===== src/rtl/uart_sol_pkg.sv =====
// Shared types for the BMC serial-over-LAN UART mux sequencer: FSM states and mux path codes.
package uart_sol_pkg;

    typedef enum logic [1:0] {
        ACTIVE    = 2'b00,
        WAIT_IDLE = 2'b01,
        GAP       = 2'b10,
        SETTLE    = 2'b11
    } state_e;

    localparam logic [1:0] SOL_UART0_A = 2'b00;
    localparam logic [1:0] SOL_UART1_A = 2'b01;
    localparam logic [1:0] SOL_UART0_B = 2'b10;
    localparam logic [1:0] SOL_UART1_B = 2'b11;

endpackage


===== src/rtl/gpio_debounce.sv =====
// Two-flop synchronizer plus stable-count debouncer for a bus of asynchronous GPIO pins.
// The output loads the synchronized value after it differs and holds still for DEBOUNCE_CYC cycles.
module gpio_debounce #(
    parameter int WIDTH        = 2,
    parameter int DEBOUNCE_CYC = 1024
) (
    input  logic             clk,
    input  logic             reset,
    input  logic [WIDTH-1:0] din,
    output logic [WIDTH-1:0] dout
);

    localparam int CW = $clog2(DEBOUNCE_CYC + 1);
    localparam logic [CW-1:0] CNT_LAST = CW'(DEBOUNCE_CYC - 1);

    logic [WIDTH-1:0] sync1_q;
    logic [WIDTH-1:0] sync2_q;
    logic [WIDTH-1:0] deb_q;
    logic [WIDTH-1:0] deb_d;
    logic [CW-1:0]    cnt_q;
    logic [CW-1:0]    cnt_d;

    // Stable counter: sync1 != sync2 means sync2 is about to change, so the run restarts.
    always_comb begin
        deb_d = deb_q;
        cnt_d = cnt_q;
        if (sync1_q != sync2_q) begin
            cnt_d = '0;
        end else if (sync2_q == deb_q) begin
            cnt_d = '0;
        end else if (cnt_q >= CNT_LAST) begin
            deb_d = sync2_q;
            cnt_d = '0;
        end else begin
            cnt_d = cnt_q + CW'(1'b1);
        end
    end

    // Synchronizer and debounce state registers.
    always_ff @(posedge clk) begin
        if (reset) begin
            sync1_q <= '0;
            sync2_q <= '0;
            deb_q   <= '0;
            cnt_q   <= '0;
        end else begin
            sync1_q <= din;
            sync2_q <= sync1_q;
            deb_q   <= deb_d;
            cnt_q   <= cnt_d;
        end
    end

    assign dout = deb_q;

endmodule


===== src/rtl/uart_sol_ctrl.sv =====
// SOL UART mux sequencer: waits for idle TX lines, disables the mux for a guard gap, then retargets.
// Optional idle-wait timeout with forced switch is built when UART_SOL_CTRL_TIMEOUT_EN is defined.
module uart_sol_ctrl
    import uart_sol_pkg::*;
#(
    parameter int DEBOUNCE_CYC = 1024,
    parameter int IDLE_CYC     = 2170,
    parameter int GAP_CYC      = 64,
    parameter int TIMEOUT_CYC  = 65536
) (
    input  logic       clk,
    input  logic       reset,
    input  logic       bmc_gpio24,
    input  logic       bmc_gpio25,
    input  logic       bmc_tx,
    input  logic       host_tx,
    output logic [1:0] sol_select,
    output logic       sol_en,
    output logic       switch_busy,
    output logic       switch_done,
    output logic       switch_forced
);

    localparam int IW = $clog2(IDLE_CYC + 1);
    localparam int GW = $clog2(GAP_CYC + 1);
    localparam logic [IW-1:0] IDLE_LAST = IW'(IDLE_CYC - 1);
    localparam logic [GW-1:0] GAP_LAST  = GW'(GAP_CYC - 1);

    if (DEBOUNCE_CYC < 1 || IDLE_CYC < 1 || GAP_CYC < 1 || TIMEOUT_CYC < 1) begin : g_bad_param
        $error("uart_sol_ctrl: all cycle parameters must be at least 1");
    end

    state_e          state_q, state_d;
    logic [1:0]      sol_select_q, sol_select_d;
    logic            sol_en_q, sol_en_d;
    logic            switch_busy_q, switch_busy_d;
    logic            switch_done_q, switch_done_d;
    logic            done_pend_q, done_pend_d;
    logic [1:0]      target_q, target_d;
    logic [IW-1:0]   idle_cnt_q, idle_cnt_d;
    logic [GW-1:0]   gap_cnt_q, gap_cnt_d;
    logic [1:0]      tx_sync1_q;
    logic [1:0]      tx_sync2_q;
    logic [1:0]      deb_sel;
    logic            lines_idle;
    logic            to_gap;

`ifdef UART_SOL_CTRL_TIMEOUT_EN
    localparam int TW = $clog2(TIMEOUT_CYC + 1);
    localparam logic [TW-1:0] WAIT_LAST = TW'(TIMEOUT_CYC - 1);
    logic [TW-1:0]   wait_cnt_q, wait_cnt_d;
    logic            switch_forced_q, switch_forced_d;
`endif

    gpio_debounce #(
        .WIDTH        (2),
        .DEBOUNCE_CYC (DEBOUNCE_CYC)
    ) u_sel_debounce (
        .clk   (clk),
        .reset (reset),
        .din   ({bmc_gpio24, bmc_gpio25}),
        .dout  (deb_sel)
    );

    assign lines_idle = &tx_sync2_q;

    // Next-state and registered-output logic for the switch sequencer.
    always_comb begin
        state_d       = state_q;
        sol_select_d  = sol_select_q;
        sol_en_d      = sol_en_q;
        switch_busy_d = switch_busy_q;
        switch_done_d = 1'b0;
        done_pend_d   = done_pend_q;
        target_d      = target_q;
        idle_cnt_d    = idle_cnt_q;
        gap_cnt_d     = gap_cnt_q;
        to_gap        = 1'b0;
`ifdef UART_SOL_CTRL_TIMEOUT_EN
        wait_cnt_d      = wait_cnt_q;
        switch_forced_d = 1'b0;
`endif
        case (state_q)
            ACTIVE: begin
                sol_en_d      = 1'b1;
                switch_busy_d = 1'b0;
                if (deb_sel != sol_select_q) begin
                    state_d       = WAIT_IDLE;
                    switch_busy_d = 1'b1;
                    target_d      = deb_sel;
                    idle_cnt_d    = '0;
`ifdef UART_SOL_CTRL_TIMEOUT_EN
                    wait_cnt_d    = '0;
`endif
                end else begin
                    state_d = ACTIVE;
                end
            end
            WAIT_IDLE: begin
                if (deb_sel == sol_select_q) begin
                    state_d       = ACTIVE;
                    switch_busy_d = 1'b0;
                end else begin
                    target_d = deb_sel;
                    if (lines_idle) begin
                        if (idle_cnt_q >= IDLE_LAST) begin
                            to_gap = 1'b1;
                        end else begin
                            idle_cnt_d = idle_cnt_q + IW'(1'b1);
                        end
                    end else begin
                        idle_cnt_d = '0;
                    end
`ifdef UART_SOL_CTRL_TIMEOUT_EN
                    // A natural idle completion wins over a timeout on the same edge.
                    if (to_gap) begin
                        wait_cnt_d = wait_cnt_q;
                    end else if (wait_cnt_q >= WAIT_LAST) begin
                        to_gap          = 1'b1;
                        switch_forced_d = 1'b1;
                    end else begin
                        wait_cnt_d = wait_cnt_q + TW'(1'b1);
                    end
`endif
                    if (to_gap) begin
                        state_d   = GAP;
                        sol_en_d  = 1'b0;
                        gap_cnt_d = '0;
                    end else begin
                        state_d = WAIT_IDLE;
                    end
                end
            end
            GAP: begin
                sol_en_d = 1'b0;
                target_d = deb_sel;
                if (gap_cnt_q >= GAP_LAST) begin
                    state_d      = SETTLE;
                    sol_select_d = target_q;
                    done_pend_d  = 1'b1;
                end else begin
                    gap_cnt_d = gap_cnt_q + GW'(1'b1);
                end
            end
            SETTLE: begin
                // done_pend distinguishes a real switch from the post-reset settle.
                state_d       = ACTIVE;
                sol_en_d      = 1'b1;
                switch_busy_d = 1'b0;
                switch_done_d = done_pend_q;
                done_pend_d   = 1'b0;
            end
            default: begin
                state_d       = SETTLE;
                sol_en_d      = 1'b0;
                switch_busy_d = 1'b1;
            end
        endcase
    end

    // Sequencer state, TX-line synchronizers and output registers.
    always_ff @(posedge clk) begin
        if (reset) begin
            state_q       <= SETTLE;
            sol_select_q  <= SOL_UART0_A;
            sol_en_q      <= 1'b0;
            switch_busy_q <= 1'b1;
            switch_done_q <= 1'b0;
            done_pend_q   <= 1'b0;
            target_q      <= SOL_UART0_A;
            idle_cnt_q    <= '0;
            gap_cnt_q     <= '0;
            tx_sync1_q    <= 2'b00;
            tx_sync2_q    <= 2'b00;
        end else begin
            state_q       <= state_d;
            sol_select_q  <= sol_select_d;
            sol_en_q      <= sol_en_d;
            switch_busy_q <= switch_busy_d;
            switch_done_q <= switch_done_d;
            done_pend_q   <= done_pend_d;
            target_q      <= target_d;
            idle_cnt_q    <= idle_cnt_d;
            gap_cnt_q     <= gap_cnt_d;
            tx_sync1_q    <= {host_tx, bmc_tx};
            tx_sync2_q    <= tx_sync1_q;
        end
    end

`ifdef UART_SOL_CTRL_TIMEOUT_EN
    // Idle-wait timeout counter and forced-switch pulse.
    always_ff @(posedge clk) begin
        if (reset) begin
            wait_cnt_q      <= '0;
            switch_forced_q <= 1'b0;
        end else begin
            wait_cnt_q      <= wait_cnt_d;
            switch_forced_q <= switch_forced_d;
        end
    end

    assign switch_forced = switch_forced_q;
`else
    assign switch_forced = 1'b0;
`endif

    assign sol_select  = sol_select_q;
    assign sol_en      = sol_en_q;
    assign switch_busy = switch_busy_q;
    assign switch_done = switch_done_q;

endmodule


===== config.mk =====
export PLATFORM = sky130hd
export DESIGN_NAME = uart_sol_ctrl
export DESIGN_NICKNAME = d
export VERILOG_FILES = /design/src/rtl/uart_sol_pkg.sv /design/src/rtl/gpio_debounce.sv /design/src/rtl/uart_sol_ctrl.sv
export SDC_FILE = /design/constraint.sdc
export NUM_CORES = 1
export LEC_CHECK = 0
export ABC_AREA = 1
export BUFFER_PORTS_ARGS = -buffer_cell sky130_fd_sc_hd__buf_2
export CAP_MARGIN = 20
export CORE_UTILIZATION = 35
export CTS_BUF_LIST = sky130_fd_sc_hd__clkbuf_8
export DETAILED_ROUTE_END_ITERATION = 10
export PLACE_DENSITY_LB_ADDON = 0.1
export SETUP_SLACK_MARGIN = 0.05
export SLEW_MARGIN = 20
export SYNTH_ARGS = -nofsm -noshare
export SYNTH_HDL_FRONTEND = slang
export SYNTH_SLANG_ARGS = --single-unit

===== constraint.sdc =====
create_clock -name clk -period 2.9 [get_ports clk]
set_input_delay 0 -clock clk [delete_from_list [all_inputs] [get_ports clk]]
set_output_delay 0 -clock clk [all_outputs]
set_load 0.01 [all_outputs]

==> out/metrics.yaml <==
cp.arrival_ns: 2.10
ys_seq_area_frac: 0.3716
maxSlewViolCount: 0
cpMaxStageDelayCell: "dfxtp_1"
setup_viol_count_final: 0
yosysTopAreaCell: "dfxtp_1"
hold_viol: 0
reg2reg_slack_ns: 0.99
fillers: 768
clk_latency_ns: 0.30
netlist_instances: 380
cellLeakagePower_nw: 1.210
clock.fmax_ghz: 0.5249
largest_reg_flops: 12
fin_nets: 408
io_pins: 12
drive_gt1_frac: 0.1320
ys.warnings.count: 0
hp-class: "in -> reg"
required_ns: 3.10
clk_path_buf_depth: 2
drc: 0
fin_crit_ns: 1.905
syn_to_final_growth_pct: 10.31
die_w_um: 89.73
gp_congestion: 0.7891
synthTopCellsByArea: "dfxtp_1 37%, nand2_1 10%, nor2_1 8.1%"
drv_cap: 0
ys_types: 31
grt_pass1_wl_um: 9156
vias_per_cell: 4.637
multi_input_area_um2: 1460
grt_overflow: 0
routedWlPerCell_um: 10.95
worst_pin_slew_ns: 0.5209
fin_crit_sh: 0.6569
regMostFlops: "idle_cnt_q"
crit_chain: "inv_1 -> ha_1 -> inv_1 -> nand2_1 -> nand2_4 -> nand2_4 -> o21ai_0 -> nor2_1"
finalClockSkew_ns: 0.009729
critPathKind: "reg -> reg"
final_cell_mix: "72 x nand2_1, 58 x nor2_1, 50 x dfxtp_1, 45 x inv_1, 41 x nand3_1"
portBuffers: 10
grt_usage: 0.1378
crit_fanout: 13
dieArea_um2: 8051
core_um2: 7331
htree_levels: 2
ys_ff_latch: 50
cts_tree: "done"
outcome: "finished clean"
critPathMaxStageDelay_ns: 0.42
largestRegisters: "idle_cnt_q x12, u_sel_debounce.cnt_q x11, gap_cnt_q x7"
hold_path_depth: 3
grt_pass1_vias: 1969
syn_area_per_cell_um2: 7.089
startpoint_type: "flip-flop"
syn_area_um2: 2694
endpoint_kind: "flip-flop"
yosysTopAreaCellShare: 0.3716
power_density_nw_per_um2: 533.0
die_h_um: 89.73
ff2ff_path_depth: 8
vdd_drop_max_uv: 252.2
start_util: 0.3675
num_rows: 31
rsz0062_at_grt: "no"
vias: 2286
root_buffer: "clkbuf_8"
seq_area_um2: 1001
totalWireLength_um: 5397
firstDrtPassIters: 4
cts_sinks: 50
setup_tns_ns: 0
drt_iter0_drc: 107
grt_max_degree: 27
hpwl_um: 3851
final_common_cell: "nand2_1"
cts.reportedPaths.clkPinSlew_ns: 0.10
max-slew-margin-rel: 0.6495
ant_nets: 0
hold_slack_ns: 0.1794
n_antenna_cell: 0
antenna_found_initial: 0
cts_buffers: 5
[report_power, final]
group | switching (W) | total [W] | internal (W)
clock network | 0.000244 | 0.000507 | 0.000263
registers | 0.0000385 | 0.000766 | 0.000728
logic | 0.000203 | 0.000310 | 0.000107
[worst max-delay path: cells and delay by family (launching register included)]
kind	cells	cell delay (ns)
AOI/OAI and AO/OA	1	0.21
buffers and inverters	2	0.39
adders and majority gates	1	0.24
and+or+nand+nor	4	0.54
DFF	1	0.42
[worst paths after layout]
check / startpoint / to
worst max-delay path: flip-flop / idle_cnt_q[0]
worst max register to register: flip-flop / idle_cnt_q[0]
worst min-delay path: reset / idle_cnt_q[4]
worst min register to register: tx_sync1_q[0] / tx_sync2_q[0]
[layer usage]
layer  part of all wire  GRT usage
met1               0.54     0.1928
met2               0.42     0.2147
met3              0.022    0.02538
met4             0.0083    0.04098
met5                  0          0
[area by class of cell]
class                      instances  share of cell area
timing repair buffer              15             0.03284
tap                               99             0.04168
clock buffer                       5             0.02316
multi-input combinational        275              0.4914
clock inverter                     3             0.01600
inverter                          46             0.05811
sequential                        50              0.3368
[cells by family after synthesis]
logic type | after synthesis | synth area share
flip-flops | 50 | 0.3716
buffers and inverters | 56 | 0.08778
AO/OA/AOI/OAI | 43 | 0.1054
XOR/XNOR | 11 | 0.03576
adder cells (fa/ha/maj) | 9 | 0.04180
AND/OR/NAND/NOR | 210 | 0.3562
other | 1 | 0.001392
[Yosys cell counts]
cell type	n
conb_1	1
buf_4	2
nand2_2	10
dfxtp_1	50
nor4_1	2
clkinv_1	1
nand4_1	8
o211ai_1	1
or2_2	3
nor2_1	58
nand2_4	5
buf_12	1
a21oi_2	11
a21oi_1	15
nand3_1	41
inv_1	45
nor3b_1	1
xnor2_1	6
o311ai_0	1
nand2_1	72
nand3b_1	2
o21bai_4	1
nor3_1	5
ha_1	9
o21bai_1	3
clkbuf_1	3
o21ai_0	11
buf_2	2
buf_1	2
nor2_2	3
xor2_1	5
[stage by stage]
step                cell area (um2)  power (W)  utilization  instances  setup WS, ns
finish                         2972   0.001584       0.4054        493        0.9950
global placement               2815   0.001086       0.3840        481         1.112
CTS                            2972   0.001615       0.4054        493        0.9916
floorplan                      2698   0.001026            -        381         1.362
global route                   2972   0.001683       0.4054        493        0.8429
detailed placement             2815   0.001089       0.3840        481         1.013
[repair_timing]
action	CTS	global route
endpoints found under the hold margin	4	0
hold buffers	4	0
gates resized for setup	0	0
buffers inserted	0	0
Note: power is estimated with default switching activity, not from simulation.
